[src/rtl/ifetch.sv]
// Instruction fetch unit: PC, one fetch per cycle into a shift-register FIFO, valid/ready to decode.
// Optional macro IFETCH_MISALIGN_TRAP_EN adds a FAULT state for misaligned redirect targets.
module ifetch #(
  parameter logic [31:0] RESET_PC   = 32'h0000_0000,
  parameter int          FIFO_DEPTH = 2
) (
  input  logic        i_clk,
  input  logic        i_rst_n,
  output logic [31:0] o_imem_addr,
  input  logic [31:0] i_imem_rdata,
  input  logic        i_redirect_valid,
  input  logic [31:0] i_redirect_pc,
  output logic        o_inst_valid,
  input  logic        i_inst_ready,
  output logic [31:0] o_inst_data,
  output logic [31:0] o_inst_pc,
  output logic        o_fetch_fault
);

  localparam int CW = $clog2(FIFO_DEPTH + 1);

  logic [31:0]           r_pc;
  logic [31:0]           w_pcNext;
  logic [31:0]           w_target;
  logic [FIFO_DEPTH-1:0] r_valid;
  logic [FIFO_DEPTH-1:0] w_validNext;
  logic [31:0]           r_slotPc     [FIFO_DEPTH];
  logic [31:0]           w_slotPcNext [FIFO_DEPTH];
  logic [31:0]           r_slotData     [FIFO_DEPTH];
  logic [31:0]           w_slotDataNext [FIFO_DEPTH];
  logic [CW-1:0]         r_count;
  logic [CW-1:0]         w_countNext;
  logic [CW-1:0]         w_tailIdx;
  logic                  w_run;
  logic                  w_pop;
  logic                  w_push;

`ifdef IFETCH_MISALIGN_TRAP_EN
  typedef enum logic {
    ST_RUN   = 1'b0,
    ST_FAULT = 1'b1
  } fetchState_t;

  fetchState_t r_state;
  fetchState_t w_stateNext;

  always_ff @(posedge i_clk) begin
    if (!i_rst_n) begin
      r_state <= ST_RUN;
    end else begin
      r_state <= w_stateNext;
    end
  end

  // Every redirect re-decides the state from target alignment, including from FAULT.
  always_comb begin
    w_stateNext = r_state;
    if (i_redirect_valid) begin
      w_stateNext = (i_redirect_pc[1:0] == 2'b00) ? ST_RUN : ST_FAULT;
    end
  end

  always_comb begin
    w_run         = (r_state == ST_RUN);
    o_fetch_fault = (r_state == ST_FAULT);
  end

  assign w_target = i_redirect_pc;
`else
  assign w_run         = 1'b1;
  assign o_fetch_fault = 1'b0;
  assign w_target      = i_redirect_pc & 32'hFFFF_FFFC;
`endif

  // Slot 0 is the head, so the decode-facing outputs come straight from flops.
  always_comb begin
    w_pop          = r_valid[0] & i_inst_ready;
    w_push         = w_run & ~i_redirect_valid & (~r_valid[FIFO_DEPTH-1] | w_pop);
    w_tailIdx      = r_count - CW'(w_pop);
    w_validNext    = r_valid;
    w_slotPcNext   = r_slotPc;
    w_slotDataNext = r_slotData;

    if (w_pop) begin
      for (int i = 0; i < FIFO_DEPTH - 1; i++) begin
        w_validNext[i]    = r_valid[i+1];
        w_slotPcNext[i]   = r_slotPc[i+1];
        w_slotDataNext[i] = r_slotData[i+1];
      end
      w_validNext[FIFO_DEPTH-1]    = 1'b0;
      w_slotPcNext[FIFO_DEPTH-1]   = '0;
      w_slotDataNext[FIFO_DEPTH-1] = '0;
    end

    if (w_push) begin
      for (int i = 0; i < FIFO_DEPTH; i++) begin
        if (w_tailIdx == CW'(i)) begin
          w_validNext[i]    = 1'b1;
          w_slotPcNext[i]   = r_pc;
          w_slotDataNext[i] = i_imem_rdata;
        end
      end
    end

    w_countNext = r_count + CW'(w_push) - CW'(w_pop);
    w_pcNext    = w_push ? (r_pc + 32'd4) : r_pc;

    // A redirect wins over everything; a same-cycle pop is acknowledged but its entry is dropped.
    if (i_redirect_valid) begin
      w_validNext = '0;
      for (int i = 0; i < FIFO_DEPTH; i++) begin
        w_slotPcNext[i]   = '0;
        w_slotDataNext[i] = '0;
      end
      w_countNext = '0;
      w_pcNext    = w_target;
    end
  end

  always_ff @(posedge i_clk) begin
    if (!i_rst_n) begin
      r_pc    <= RESET_PC;
      r_count <= '0;
      r_valid <= '0;
      for (int i = 0; i < FIFO_DEPTH; i++) begin
        r_slotPc[i]   <= '0;
        r_slotData[i] <= '0;
      end
    end else begin
      r_pc       <= w_pcNext;
      r_count    <= w_countNext;
      r_valid    <= w_validNext;
      r_slotPc   <= w_slotPcNext;
      r_slotData <= w_slotDataNext;
    end
  end

  assign o_imem_addr  = r_pc;
  assign o_inst_valid = r_valid[0];
  assign o_inst_pc    = r_slotPc[0];
  assign o_inst_data  = r_slotData[0];

endmodule

[config.mk]
export PLATFORM = sky130hd
export DESIGN_NAME = ifetch
export DESIGN_NICKNAME = d
export VERILOG_FILES = /design/src/rtl/ifetch.sv
export SDC_FILE = /design/constraint.sdc
export NUM_CORES = 1
export LEC_CHECK = 0
export ABC_AREA = 1
export ABC_CLOCK_PERIOD_IN_PS = 3000
export CAP_MARGIN = 30
export CELL_PAD_IN_SITES_DETAIL_PLACEMENT = 1
export CELL_PAD_IN_SITES_GLOBAL_PLACEMENT = 1
export CORE_ASPECT_RATIO = 0.8
export CORE_MARGIN = 5
export CORE_UTILIZATION = 39
export DETAILED_ROUTE_END_ITERATION = 16
export PLACE_DENSITY = 0.95
export SLEW_MARGIN = 10
export SYNTH_ARGS = -nofsm -noshare
export SYNTH_HDL_FRONTEND = slang
export SYNTH_SLANG_ARGS = --single-unit
export TNS_END_PERCENT = 5
[constraint.sdc]
create_clock -name i_clk -period 3 [get_ports i_clk]
set_clock_uncertainty 0.05 [all_clocks]
set_input_delay 0.6 -clock i_clk [delete_from_list [all_inputs] [get_ports i_clk]]
set_output_delay 0.6 -clock i_clk [all_outputs]
set_load 0.01 [all_outputs]
# After elaboration in Yosys (flattened, before gate mapping)
# Index checks and enable logic that the tools add are counted.
[classes]
n_addsub = 4
eq_ne = 1
mux = 14
bitwise_logic = 6
n_reduce_logical = 3
[op_table]
columns = ["op", "count"]
rows = [
  ["2-to-1 mux 64 bit", 4],
  ["2-to-1 mux 32 bit", 6],
  ["adder 32 x 3 -> 32 bit, second input constant", 1],
  ["2-to-1 mux 2 bit", 2],
  ["subtractor 2 x 1 -> 2 bit", 2],
  ["NOT 1 bit", 3],
  ["adder 2 x 1 -> 2 bit", 1],
  ["AND 1 bit", 2],
  ["== test 2 x 1 -> 1 bit, second input constant", 1],
  ["logical NOT 2 bit", 1],
  ["2-to-1 mux 1 bit", 2],
  ["nonzero test 2 bit", 1],
  ["OR reduction 2 bit", 1],
  ["bitwise OR 1 bit", 1],
]
[word_totals]
regBits = 164
in_bits = 68
output_inout_bits = 98
word_cells = 36

# Longest topological paths before layout
# Gate-level depths: netlist of the first run.
[logic_depth]
depth_word = 5
mapped_depth = 10
mapped_depth_nobuf = 9

# Least setup slack after synthesis of the first run
# OpenSTA, ideal clock, no wires.
[synth_path]
path_type = "input -> register"
start = "input i_redirect_valid"
end = "register r_count[1]"
setup_ns = 0.128
arrival_ns = 1.728
required_ns = 2.822
slack_ns = 1.095
cell_stages = 10
n_path_buf = 2
path_cell_list = "buf_2 -> inv_2 -> nand2_4 -> inv_4 -> clkbuf_1 -> nand2_1 -> o21ai_0 -> ha_1 -> xnor2_1 -> nor2_1"
[synth_via]
elab_chain_cells = 4
elab_cells_between_ends = 5
cone_classes = "2 x add/sub; 2 x bitwise; 1 x reduce/logical"
[synth_rtl]
columns = ["item", "line_no", "text"]
rows = [
  ["start: declaration", "11", "input logic i_redirect_valid,"],
  ["NOT 1 bit", "78", "w_push = w_run & ~i_redirect_valid & (~r_valid[FIFO_DEPTH-1] | w_pop);"],
  ["AND 1 bit", "78", ""],
  ["adder 2 x 1 -> 2 bit", "105", "w_countNext = r_count + CW'(w_push) - CW'(w_pop);"],
  ["subtractor 2 x 1 -> 2 bit", "105", ""],
  ["end signal: assignment", "131", "r_count <= w_countNext;"],
  ["end: declaration", "31", "logic [CW-1:0] r_count;"],
]
# Several ways; a longest one is shown, not always the timed one.
# A chain may end at the register's enable or synchronous reset.

# Worst setup path in the final report of the first run
[layout_path]
start = "input i_inst_ready"
end = "register r_slotData[27] (netlist name)"
[layout_via]
elab_chain_cells = 5
elab_cells_between_ends = 8
cone_classes = "1 x add/sub; 1 x eq/ne; 3 x mux; 3 x bitwise"
[layout_rtl]
columns = ["item", "line_no", "text"]
rows = [
  ["start: declaration", "14", "input logic i_inst_ready,"],
  ["AND 1 bit *", "77", "w_pop = r_valid[0] & i_inst_ready;"],
  ["subtractor 2 x 1 -> 2 bit", "79", "w_tailIdx = r_count - CW'(w_pop);"],
  ["== test 2 x 1 -> 1 bit", "97", "if (w_tailIdx == CW'(i)) begin"],
  ["2-to-1 mux 32 bit", "97", ""],
  ["2-to-1 mux 64 bit *", "95", "if (w_push) begin"],
  ["end signal: assignment", "134", "r_slotData <= w_slotDataNext;"],
  ["end: declaration", "29", "logic [31:0] r_slotData [FIFO_DEPTH];"],
]
# Mark *: on every way between the ends. The rest lies on a longest branch, timed or not.

==> impl_summary.txt, run 1 <==
----------------------------------------------------
[Yosys]
  Yosys warning total ... 0
  Top cell type's share of synthesized area ... 41.13%
  Mean instance size in the synthesized netlist ... 7.053 um^2
  Number of synthesized register bits ... 162
  Number of flops mapped to enable cells by yosys ... 0
  Count of different cell masters after synthesis ... 33
  Fraction of the yosys area taken by sequential cells ... 41.13%
  Cell area after technology mapping ... 7885 um^2
  Dominant cells by area after synthesis ... dfxtp_1, nand2_1, a21oi_1
  Number of cells produced by synthesis ... 1,118
  Most area-hungry cell type in the Yosys netlist ... dfxtp_1
  Proportion of synthesized flip-flops having asynchronous set or reset ... 0%
  Predominant post-synthesis flop cell ... dfxtp_1

[Timing]
  Setup repair after global routing missed its margin ... no
  Tcrit/Tclk final ... 79.98%
  Worst-margin pin slew ... 621.9 ps
  Final setup fails ... 0
  Max-slew headroom ... 58.54%
  Post-route minimum period ... 2399 ps
  Maximum clock frequency ... around 0.42 GHz
  Summed negative setup slack over all endpoints ... 0 ps
  Final slew viol count ... 0
  Number of endpoints with negative hold slack in the final report ... 0
  WHS ... between 400 and 500 ps

[CTS]
  Skew-Pair Late Insertion Delay ... 430 ps
  Deepest level of the CTS H-tree ... 4
  Largest buffer count on any clock path ... 2
  Number of buffers added to fix hold violations after cts ... 0
  Clock-pin slew on the worst setup and hold paths ... 70 ps
  Number of resized instances in the post-cts repair step ... 0
  Cell at the root of the clock tree ... clkbuf_16
  Sinks on Clock Net ... 162
  TritonCTS buffer count ... 17
  Setup Buffers After CTS ... 0
  CTS tree ... yes

[Route]
  Violation count after the first detailed-route iteration ... 516
  Number of nets still failing antenna checks after routing ... 0
  Final routed wire length divided by cell count ... 18.44 um
  Number of iterations in the first detailed-routing pass ... 7
  DRC errors left ... 0
  Total via count in the routed design ... just under 8k
  Total wire length ... 26,910 um
  Mean number of vias per cell ... 5.349

[Setup path]
  Maximum fanout encountered on the critical timing path ... 96
  Element type at the critical path start ... input pin
  Type of destination of the critical path ... flop
  Library cell contributing the largest single delay on the critical path ... clkdlybuf4s50_1
  Delay of the slowest cell on the worst path ... 530 ps
  Cells along the critical path ... clkdlybuf4s50_1, nand2_4, or2_1, nand2_1, nand3_4, buf_12, o21ai_0, a21oi_1
  Arrival time worst endpoint ... 2640 ps
  CP Class ... in -> reg
  Buf+Inv Stages, Crit Path ... 2
  Cell class contributing the biggest share of worst-path delay ... buffers and inverters
  Critical path required time ... 3240 ps

[Layout]
  Post-Route Utilization ... 49.58%
  Fraction of layout cells with a size suffix above 1 ... 5.858%
  ANT cells ... 0
  Layout overhead on the synthesized area ... 24.85%
  # nets final ... 1,252

[Die]
  Number of cell rows ... 46
  Starting utilization of the core area ... 39.71%
  Io pins ... roughly 170
  Area of the core region ... 19,860 um^2
  DIE HEIGHT ... 137.2 um
  Width of the die ... 169.0 um
  Total die area ... 23,180 um^2

[Min path]
  Path class of the lowest-slack min-delay path ... reg -> reg

[Power]
  P_leak ... 3.454 nW
  Cell Pwr Density ... roughly 550 nW/um^2
  Largest voltage drop on the vdd net ... 324.0 uV
  Total Power Consumption ... 0.005415 W

[GRT]
  Maximum number of pins on one net before global-route repair ... 97
  Wire length of the first global-routing pass ... 42,580 um
  Total global routing overflow ... 0
  Via count of the first global-routing pass ... ~8.0k
  Number of antenna violations at the first check in global routing ... 0
  Global Route Usage Sum ... 23.10%

[Job]
  Number of max-cap violations ... 0

[Run status]
  Status ... completed

[Placement]
  Port Buffers ... 160
  Global placer's final weighted congestion ... 0.9238
  Estimated wirelength of the detail-placed design ... 18,280 um

----------------------------------------------------
## cell type report
| cell class | instances | area [um^2] |
|---|---|---|
| fill | 2482 | 10010 |
| multi-input combinational | 763 | 3602 |
| sequential | 162 | 3243 |
| timing repair buffer | 180 | 1802 |
| clock buffer | 17 | 425.4 |
| tap | 264 | 330.3 |
| clock inverter | 15 | 221.5 |
| inverter | 58 | 220.2 |
## flip-flops by register name (all words and copies together), names as in the netlist
name and count:
o_imem_addr 30, o_inst_data 32, o_inst_pc 32, r_count 2, r_slotData 32, r_slotPc 32, r_valid 2
## kinds of logic (layout without fill, tap and decap cells)
group                    Yosys count  count (layout)  share of synthesized area [%]
flip-flops                       162             162                          41.13
buffers and inverters            195             270                          13.44
other                              1               3                        0.04756
adder cells (fa/ha/maj)            2               2                         0.3173
AND/OR/NAND/NOR                  470             470                          24.39
XOR/XNOR                           9               9                         0.9997
AO/OA/AOI/OAI                    279             279                          19.68
## synth_stat cells, types with 4 or more instances
master and n:
clkbuf_1 46, nand2_1 336, xor2_1 8, buf_2 14
nand4_1 5, nor2_1 49, o21a_1 36, inv_1 51
a21oi_1 110, o21ai_0 84, a31oi_1 47, inv_2 6
buf_6 7, nor2_2 4, buf_4 68, nand3_1 61
dfxtp_1 162
## worst register-to-register path, delay by kind of cell (launching register included)
kind,cells,cell delay [ps]
AOI/OAI and AO/OA,1,130
adders and majority gates,1,250
DFF,1,480
and+or+nand+nor,7,1150
## metal layers
metal / up-vias / track usage (%) / share of wire [%]
met4: 0 / 6.795 / 2.1
met2: 251 / 39.20 / 48
met1: 3765 / 29.68 / 44
li1: 3746 / - / -
met5: - / 0 / 0
met3: 42 / 5.192 / 6.2
## placed cells by master, fill, tap and decap left out, types with 6 or more instances in the layout
cell type,n
a21oi_1,110
a31oi_1,47
buf_4,16
clkbuf_16,17
clkdlybuf4s50_1,160
dfxtp_1,162
inv_1,51
inv_2,6
nand2_1,336
nand3_1,61
nor2_1,49
o21a_1,36
o21ai_0,84
xor2_1,8
## where the power goes
part / switching [W] / internal [W] / total, W
sequential: 0.0000908 / 0.00224 / 0.00233
combinational: 0.000380 / 0.000314 / 0.000695
clock: 0.000972 / 0.00142 / 0.00239
total: 0.00144 / 0.00397 / 0.00541
## stage by stage
stage / instance area, um^2 / setup WS, ps / std cells
6_report: 9844 / 600.7 / 1459
5_1_grt: 9844 / 497.9 / 1459
4_1_cts: 9844 / 655.2 / 1459
3_5_place_dp: 9198 / 249.0 / 1427
3_3_place_gp: 9198 / 336.9 / 1427
2_1_floorplan: 7893 / 1095 / 1120
## path summary, 6_finish.rpt
| check | from | endpoint | slack, ps | cells past startpoint |
|---|---|---|---|---|
| max reg2reg | o_imem_addr[3]$_SDFFE_PN0P_ | o_imem_addr[28]$_SDFFE_PN0P_ | 880 | 9 |
| min | r_slotData[21]$_SDFF_PP0_ | r_slotData[21]$_SDFF_PP0_ | 420 | 2 |
| min reg2reg | r_slotData[21]$_SDFF_PP0_ | r_slotData[21]$_SDFF_PP0_ | 420 | 2 |
| max | i_inst_ready | r_slotData[27]$_SDFF_PP0_ | 600 | 8 |
Power figures use the tool's default switching activity.
==> inputs of run 2 (changes only) <==
--- a/config.mk
+++ b/config.mk
@@ -6,15 +6,15 @@
 export NUM_CORES = 1
 export LEC_CHECK = 0
 export ABC_AREA = 1
-export ABC_CLOCK_PERIOD_IN_PS = 3000
+export ABC_CLOCK_PERIOD_IN_PS = 2200
 export CAP_MARGIN = 30
 export CELL_PAD_IN_SITES_DETAIL_PLACEMENT = 1
 export CELL_PAD_IN_SITES_GLOBAL_PLACEMENT = 1
 export CORE_ASPECT_RATIO = 0.8
 export CORE_MARGIN = 5
-export CORE_UTILIZATION = 39
+export CORE_UTILIZATION = 33
 export DETAILED_ROUTE_END_ITERATION = 16
-export PLACE_DENSITY = 0.95
+export PLACE_DENSITY = 0.87
 export SLEW_MARGIN = 10
 export SYNTH_ARGS = -nofsm -noshare
 export SYNTH_HDL_FRONTEND = slang
==> constraint.sdc (replaced) <==
create_clock -name i_clk -period 2.2 [get_ports i_clk]
set_clock_uncertainty 0.05 [all_clocks]
set_input_delay 0.44 -clock i_clk [delete_from_list [all_inputs] [get_ports i_clk]]
set_output_delay 0.44 -clock i_clk [all_outputs]
set_load 0.01 [all_outputs]
==> impl_summary.txt, run 2 (synthesis results as in run 1) <==
----------------------------------------------------
[CTS]
  CTS tree ... yes
  Deepest level of the CTS H-tree ... 4 (unchanged)
  Setup Buffers After CTS ... 0 (unchanged)
  Skew-Pair Late Insertion Delay ... 430 ps (about the same)
  TritonCTS buffer count ... 17 (unchanged)
  Largest buffer count on any clock path ... 2 (unchanged)
  Sinks on Clock Net ... 162 (unchanged)
  Clock-pin slew on the worst setup and hold paths ... 70 ps (about the same)
  Number of resized instances in the post-cts repair step ... 0 (unchanged)
  Cell at the root of the clock tree ... clkbuf_16
  Number of buffers added to fix hold violations after cts ... 0 (unchanged)

[Timing]
  Final slew viol count ... 0 (unchanged)
  Min setup slack post-route ... 62.98 ps (-537.7 ps)
  Setup repair after global routing missed its margin ... no
  Number of endpoints with negative hold slack in the final report ... 0 (unchanged)
  Maximum clock frequency ... 0.4679 GHz
  Final setup fails ... 0 (unchanged)
  Tcrit/Tclk final ... 97.14%
  Post-route minimum period ... 2137 ps

[Setup path]
  Worst reg-to-reg path cell count ... 9 (unchanged)
  Worst path depth ... 1 (-7)
  Buf+Inv Stages, Crit Path ... 1 (-1)
  FF-to-FF Start ... o_imem_addr[11]$_SDFFE_PN0P_
  Critical path capture point ... o_imem_addr[6]
  Critical Path Source ... o_imem_addr[6]$_SDFFE_PN0P_
  Arrival time worst endpoint ... 1650 ps (-990 ps)
  Type of destination of the critical path ... output port
  End of the worst register-to-register path ... o_imem_addr[31]$_SDFFE_PN0P_
  Maximum fanout encountered on the critical timing path ... 8 (-92%)
  CP Class ... reg -> out
  Cell class contributing the biggest share of worst-path delay ... buffers and inverters
  Worst reg2reg setup slack ... 240 ps (-640 ps)
  Element type at the critical path start ... flop
  Delay of the slowest cell on the worst path ... 660 ps (+130 ps)
  Cells along the critical path ... clkdlybuf4s50_1
  Library cell contributing the largest single delay on the critical path ... clkdlybuf4s50_1
  Critical path required time ... 1710 ps (-1530 ps)

[Power]
  Largest voltage drop on the vdd net ... 575.2 uV (+78%)
  Cell Pwr Density ... 705.6 nW/um^2 (+28%)
  P_leak ... 3.558 nW (+3.0%)
  Total Power Consumption ... 0.007099 W (+31%)

[Die]
  Number of cell rows ... 50 (+8.7%)
  Area of the core region ... 23,460 um^2 (+18%)
  Io pins ... 166 (unchanged)
  Starting utilization of the core area ... 33.61% (-6.1 points)
  DIE HEIGHT ... 148.3 um (+8.1%)
  Total die area ... 27,100 um^2 (+17%)
  Width of the die ... 182.8 um (+8.2%)

[Route]
  Number of nets still failing antenna checks after routing ... 0 (unchanged)
  Mean number of vias per cell ... 5.128 (-4.1%)
  Number of iterations in the first detailed-routing pass ... 5 (-2)
  Violation count after the first detailed-route iteration ... 484 (-6.2%)
  Total wire length ... 26,970 um (+0.22%)
  Final routed wire length divided by cell count ... 17.63 um (-4.4%)
  Total via count in the routed design ... 7,846 (+0.54%)
  DRC errors left ... 0 (unchanged)

[Layout]
  Most frequent cells in the layout ... nand2_1, dfxtp_1, clkdlybuf4s50_1
  Commonest non-fill, non-tap cell in the layout ... nand2_1
  Layout overhead on the synthesized area ... 27.59%
  # nets final ... 1,274 (+1.8%)
  Fraction of layout cells with a size suffix above 1 ... 7.560% (+1.7 points)
  Filler-free cell count of the finished design ... 1,530 (+4.9%)

[GRT]
  Via count of the first global-routing pass ... 7,973 (+0.15%)
  Wire length of the first global-routing pass ... 42,900 um (+0.76%)
  Maximum number of pins on one net before global-route repair ... 66 (-32%)
  Global Route Usage Sum ... 19.69% (-3.4 points)
  Total global routing overflow ... 0 (unchanged)
  Number of antenna violations at the first check in global routing ... 1 (+1)

[Placement]
  Global placer's final weighted congestion ... 0.8599 (-6.9%)
  Dpl ws ... -68.01 ps (-317.1 ps)
  Estimated wirelength of the detail-placed design ... 18,740 um (+2.6%)
  Number of placed cells counting well taps ... 1,497 (+4.9%)
  Port Buffers ... 160 (unchanged)

[Job]
  Number of max-cap violations ... 0 (unchanged)

[Min path]
  Path class of the lowest-slack min-delay path ... reg -> reg

[Run status]
  Status ... completed

----------------------------------------------------
[run 2: cell count changes in the layout (fill, tap and decap cells not counted)]
| cell | delta |
|---|---|
| buf_12 | +5 |
| buf_4 | +17 |
| bufinv_16 | -3 |
| clkinv_2 | +2 |
| clkinv_4 | +1 |
| clkinvlp_4 | -2 |
| diode_2 | +1 |
| inv_6 | +4 |
| inv_8 | -2 |
[run 2: metrics by stage]
step / setup TNS [ps] / util (%) / hold WS, ps / area [um^2]
after global routing: 0 / 42.89 / 437.3 / 10060
after floorplan: 0 / - / 387.0 / 7893
after CTS: 0 / 42.87 / 413.7 / 10060
after global placement: -12.62 / 40.43 / 397.6 / 9485
final: 0 / 42.89 / 413.4 / 10060
after detailed placement: -2112 / 40.43 / 403.5 / 9485
[run 2: layout make-up]
class / count / area (um^2)
clock buffer: 17 / 425.4
timing repair buffer: 202 / 2029
multi-input combinational: 763 / 3602
fill: 2901 / 13400
sequential: 162 / 3243
clock inverter: 15 / 147.6
antenna: 1 / 2.502
tap: 312 / 390.4
inverter: 58 / 220.2
[run 2: how the worst min path moves through the flow]
stage / from / endpoint / slack [ps] / depth (start not counted)
3_5_place_dp: r_slotPc[19]$_SDFF_PP0_ / r_slotPc[19]$_SDFF_PP0_ / 400 / 2
4_1_cts: r_slotPc[19]$_SDFF_PP0_ / r_slotPc[19]$_SDFF_PP0_ / 410 / 2
6_report: r_slotPc[19]$_SDFF_PP0_ / r_slotPc[19]$_SDFF_PP0_ / 410 / 2
3_3_place_gp: r_slotPc[1]$_SDFF_PP0_ / r_slotPc[1]$_SDFF_PP0_ / 400 / 2
2_1_floorplan: r_slotPc[0]$_SDFF_PP0_ / r_slotPc[0]$_SDFF_PP0_ / 390 / 2
5_1_grt: r_slotPc[18]$_SDFF_PP0_ / r_slotPc[18]$_SDFF_PP0_ / 440 / 2
[run 2: where the power goes]
group          internal (W)  switching [W]  leakage (nW)
sequential          0.00305       0.000115          1.32
combinational      0.000468       0.000534          1.95
clock               0.00159        0.00134         0.286
total               0.00511        0.00199          3.56
[run 2: worst register-to-register path, cell delays in order (launching register included)]
cell	delay, ps
dfxtp_1	540
nand2_1	210
nor2_1	290
nand2_1	110
nor2_2	270
nand2_1	100
nand2_1	80
nand3_1	80
nand2_1	70
a21oi_1	50
[run 2: metal layers]
layer  wire, um  track usage (%)  up-vias
li1           -                -     3795
met1      12280            26.64     3800
met2      12570            31.24      213
met3       1566            4.597       38
met4        558            6.292        0
met5          0                0        -
==> inputs of run 3 (changes only) <==
--- a/config.mk
+++ b/config.mk
@@ -6,7 +6,7 @@
 export NUM_CORES = 1
 export LEC_CHECK = 0
 export ABC_AREA = 1
-export ABC_CLOCK_PERIOD_IN_PS = 2200
+export ABC_CLOCK_PERIOD_IN_PS = 1900
 export CAP_MARGIN = 30
 export CELL_PAD_IN_SITES_DETAIL_PLACEMENT = 1
 export CELL_PAD_IN_SITES_GLOBAL_PLACEMENT = 1
==> constraint.sdc (replaced) <==
create_clock -name i_clk -period 1.9 [get_ports i_clk]
set_clock_uncertainty 0.05 [all_clocks]
set_input_delay 0.38 -clock i_clk [delete_from_list [all_inputs] [get_ports i_clk]]
set_output_delay 0.38 -clock i_clk [all_outputs]
set_load 0.01 [all_outputs]
==> impl_summary.txt, run 3 (synthesis results as in run 1) <==
----------------------------------------------------
[Layout]
  Post-Layout Inst Area ... 10,320 um^2 (+2.5%)
  Commonest non-fill, non-tap cell in the layout ... nand2_1
  FILL cells ... 2,885 (-0.55%)
  # nets final ... 1,291 (+1.3%)
  Layout overhead on the synthesized area ... 30.83%
  Most frequent cells in the layout ... nand2_1, dfxtp_1, clkdlybuf4s50_1
  Fraction of layout cells with a size suffix above 1 ... 10.29% (+2.7 points)

[Die]
  Io pins ... 166 (unchanged)
  Starting utilization of the core area ... 33.61% (unchanged)
  DIE HEIGHT ... 148.3 um (unchanged)
  Total die area ... 27,100 um^2 (unchanged)
  Number of cell rows ... 50 (unchanged)
  Area of the core region ... 23,460 um^2 (unchanged)
  Width of the die ... 182.8 um (unchanged)

[Setup path]
  Critical path required time ... 1470 ps (-240 ps)
  CP Class ... reg -> out
  Type of destination of the critical path ... output port
  Delay of the slowest cell on the worst path ... 610 ps (-50 ps)
  Cell class contributing the biggest share of worst-path delay ... buffers and inverters
  Critical Path Source ... o_imem_addr[17]$_SDFFE_PN0P_
  Maximum fanout encountered on the critical timing path ... 4 (-4)
  Element type at the critical path start ... flop
  FF-to-FF Start ... o_imem_addr[2]$_SDFFE_PN0P_
  Buf+Inv Stages, Crit Path ... 1 (unchanged)
  Arrival time worst endpoint ... 1430 ps (-220 ps)
  Library cell contributing the largest single delay on the critical path ... clkdlybuf4s50_1
  Cells along the critical path ... clkdlybuf4s50_1

[Timing]
  Tcrit/Tclk final ... a little over nine tenths
  Maximum clock frequency ... around 0.54 GHz
  Final setup fails ... 0 (unchanged)
  Min setup slack post-route ... 39.75 ps (-23.23 ps)
  WHS ... 412.4 ps (-1.053 ps)
  Post-route minimum period ... 1860 ps
  Final slew viol count ... 0 (unchanged)
  Number of endpoints with negative hold slack in the final report ... 0 (unchanged)

[Placement]
  Port Buffers ... 160 (unchanged)
  Dpl cell area ... 9663 um^2 (+1.9%)
  Dpl ws ... -303.8 ps (-235.7 ps)
  Estimated wirelength of the detail-placed design ... 19,400 um (+3.5%)
  Global placer's final weighted congestion ... 0.8725 (+1.5%)

[GRT]
  Maximum number of pins on one net before global-route repair ... 66 (unchanged)
  Wire length of the first global-routing pass ... 43,930 um (+2.4%)
  Total global routing overflow ... 0 (unchanged)
  Number of antenna violations at the first check in global routing ... 2 (+1)
  Via count of the first global-routing pass ... 8,214 (+3.0%)
  Global Route Usage Sum ... 20.15% (+0.47 points)

[CTS]
  Setup Buffers After CTS ... 0 (unchanged)
  CTS tree ... yes
  Cell at the root of the clock tree ... clkbuf_16
  TritonCTS buffer count ... 17 (unchanged)
  Clock-pin slew on the worst setup and hold paths ... 70 ps (about the same)
  Deepest level of the CTS H-tree ... 4 (unchanged)
  Sinks on Clock Net ... 162 (unchanged)
  Skew-Pair Late Insertion Delay ... 440 ps (about the same)
  Largest buffer count on any clock path ... 2 (unchanged)

[Power]
  Total Power Consumption ... 0.008526 W (+20%)
  Largest voltage drop on the vdd net ... 673.5 uV (+17%)
  Cell Pwr Density ... 826.4 nW/um^2 (+17%)
  P_leak ... 3.796 nW (+6.7%)

[Route]
  DRC errors left ... 0 (unchanged)
  Mean number of vias per cell ... 5.145 (+0.32%)
  Number of nets still failing antenna checks after routing ... 0 (unchanged)
  Violation count after the first detailed-route iteration ... 471 (-2.7%)
  Number of iterations in the first detailed-routing pass ... 4 (-1)
  Total wire length ... 27,820 um (+3.2%)
  Final routed wire length divided by cell count ... 17.97 um (+2.0%)
  Total via count in the routed design ... 7,964 (+1.5%)

[Job]
  Number of max-cap violations ... 0 (unchanged)

[Run status]
  Status ... completed

[Min path]
  Path class of the lowest-slack min-delay path ... reg -> reg
  Hold path startpoint ... r_slotData[3]$_SDFF_PP0_

----------------------------------------------------
[run 3: area by class of cell]
| class | instances | area, um^2 | share of cell area [%] |
|---|---|---|---|
| inverter | 58 | 220.2 | 2.135 |
| tap | 312 | 390.4 | 3.784 |
| multi-input combinational | 763 | 3620 | 35.09 |
| antenna | 2 | 5.005 | 0.04851 |
| clock buffer | 18 | 439.2 | 4.257 |
| clock inverter | 14 | 177.7 | 1.722 |
| timing repair buffer | 219 | 2200 | 21.32 |
| sequential | 162 | 3264 | 31.64 |
[run 3: repair_timing]
action | 4_1_cts | 5_1_grt
hold buffers | 0 | 0
resized for setup | 28 | 11
setup endpoints to repair | 24 | 17
hold endpoints to repair | 0 | 0
[run 3: power breakdown]
part	switching [W]	internal, W	total (W)
sequential	0.000115	0.00353	0.00365
clock	0.00155	0.00212	0.00367
combinational	0.000650	0.000558	0.00121
total	0.00231	0.00621	0.00853
[run 3: worst paths after layout]
check / end / slack [ps] / depth (start not counted)
worst max-delay path: o_imem_addr[17] / 40 / 1
worst min-delay path: r_slotData[3]$_SDFF_PP0_ / 410 / 2
worst max register to register: o_imem_addr[9]$_SDFFE_PN0P_ / 60 / 8
worst min register to register: r_slotData[3]$_SDFF_PP0_ / 410 / 2
[run 3: metrics by stage]
stage                     cells  setup TNS, ps  util [%]
after global routing       1548         -54.13     43.97
after detailed placement   1514         -31960     41.19
after global placement     1514         -25440     41.19
after floorplan            1120              0         -
after CTS                  1546              0     43.82
final                      1548              0     43.97
[run 3: layer usage]
metal	GRT usage [%]	vias to the layer above	wire length [um]
met4	5.696	0	534
met3	5.012	37	1467
met2	32.46	218	13000
met5	0	-	0
li1	-	3816	-
met1	26.99	3893	12830
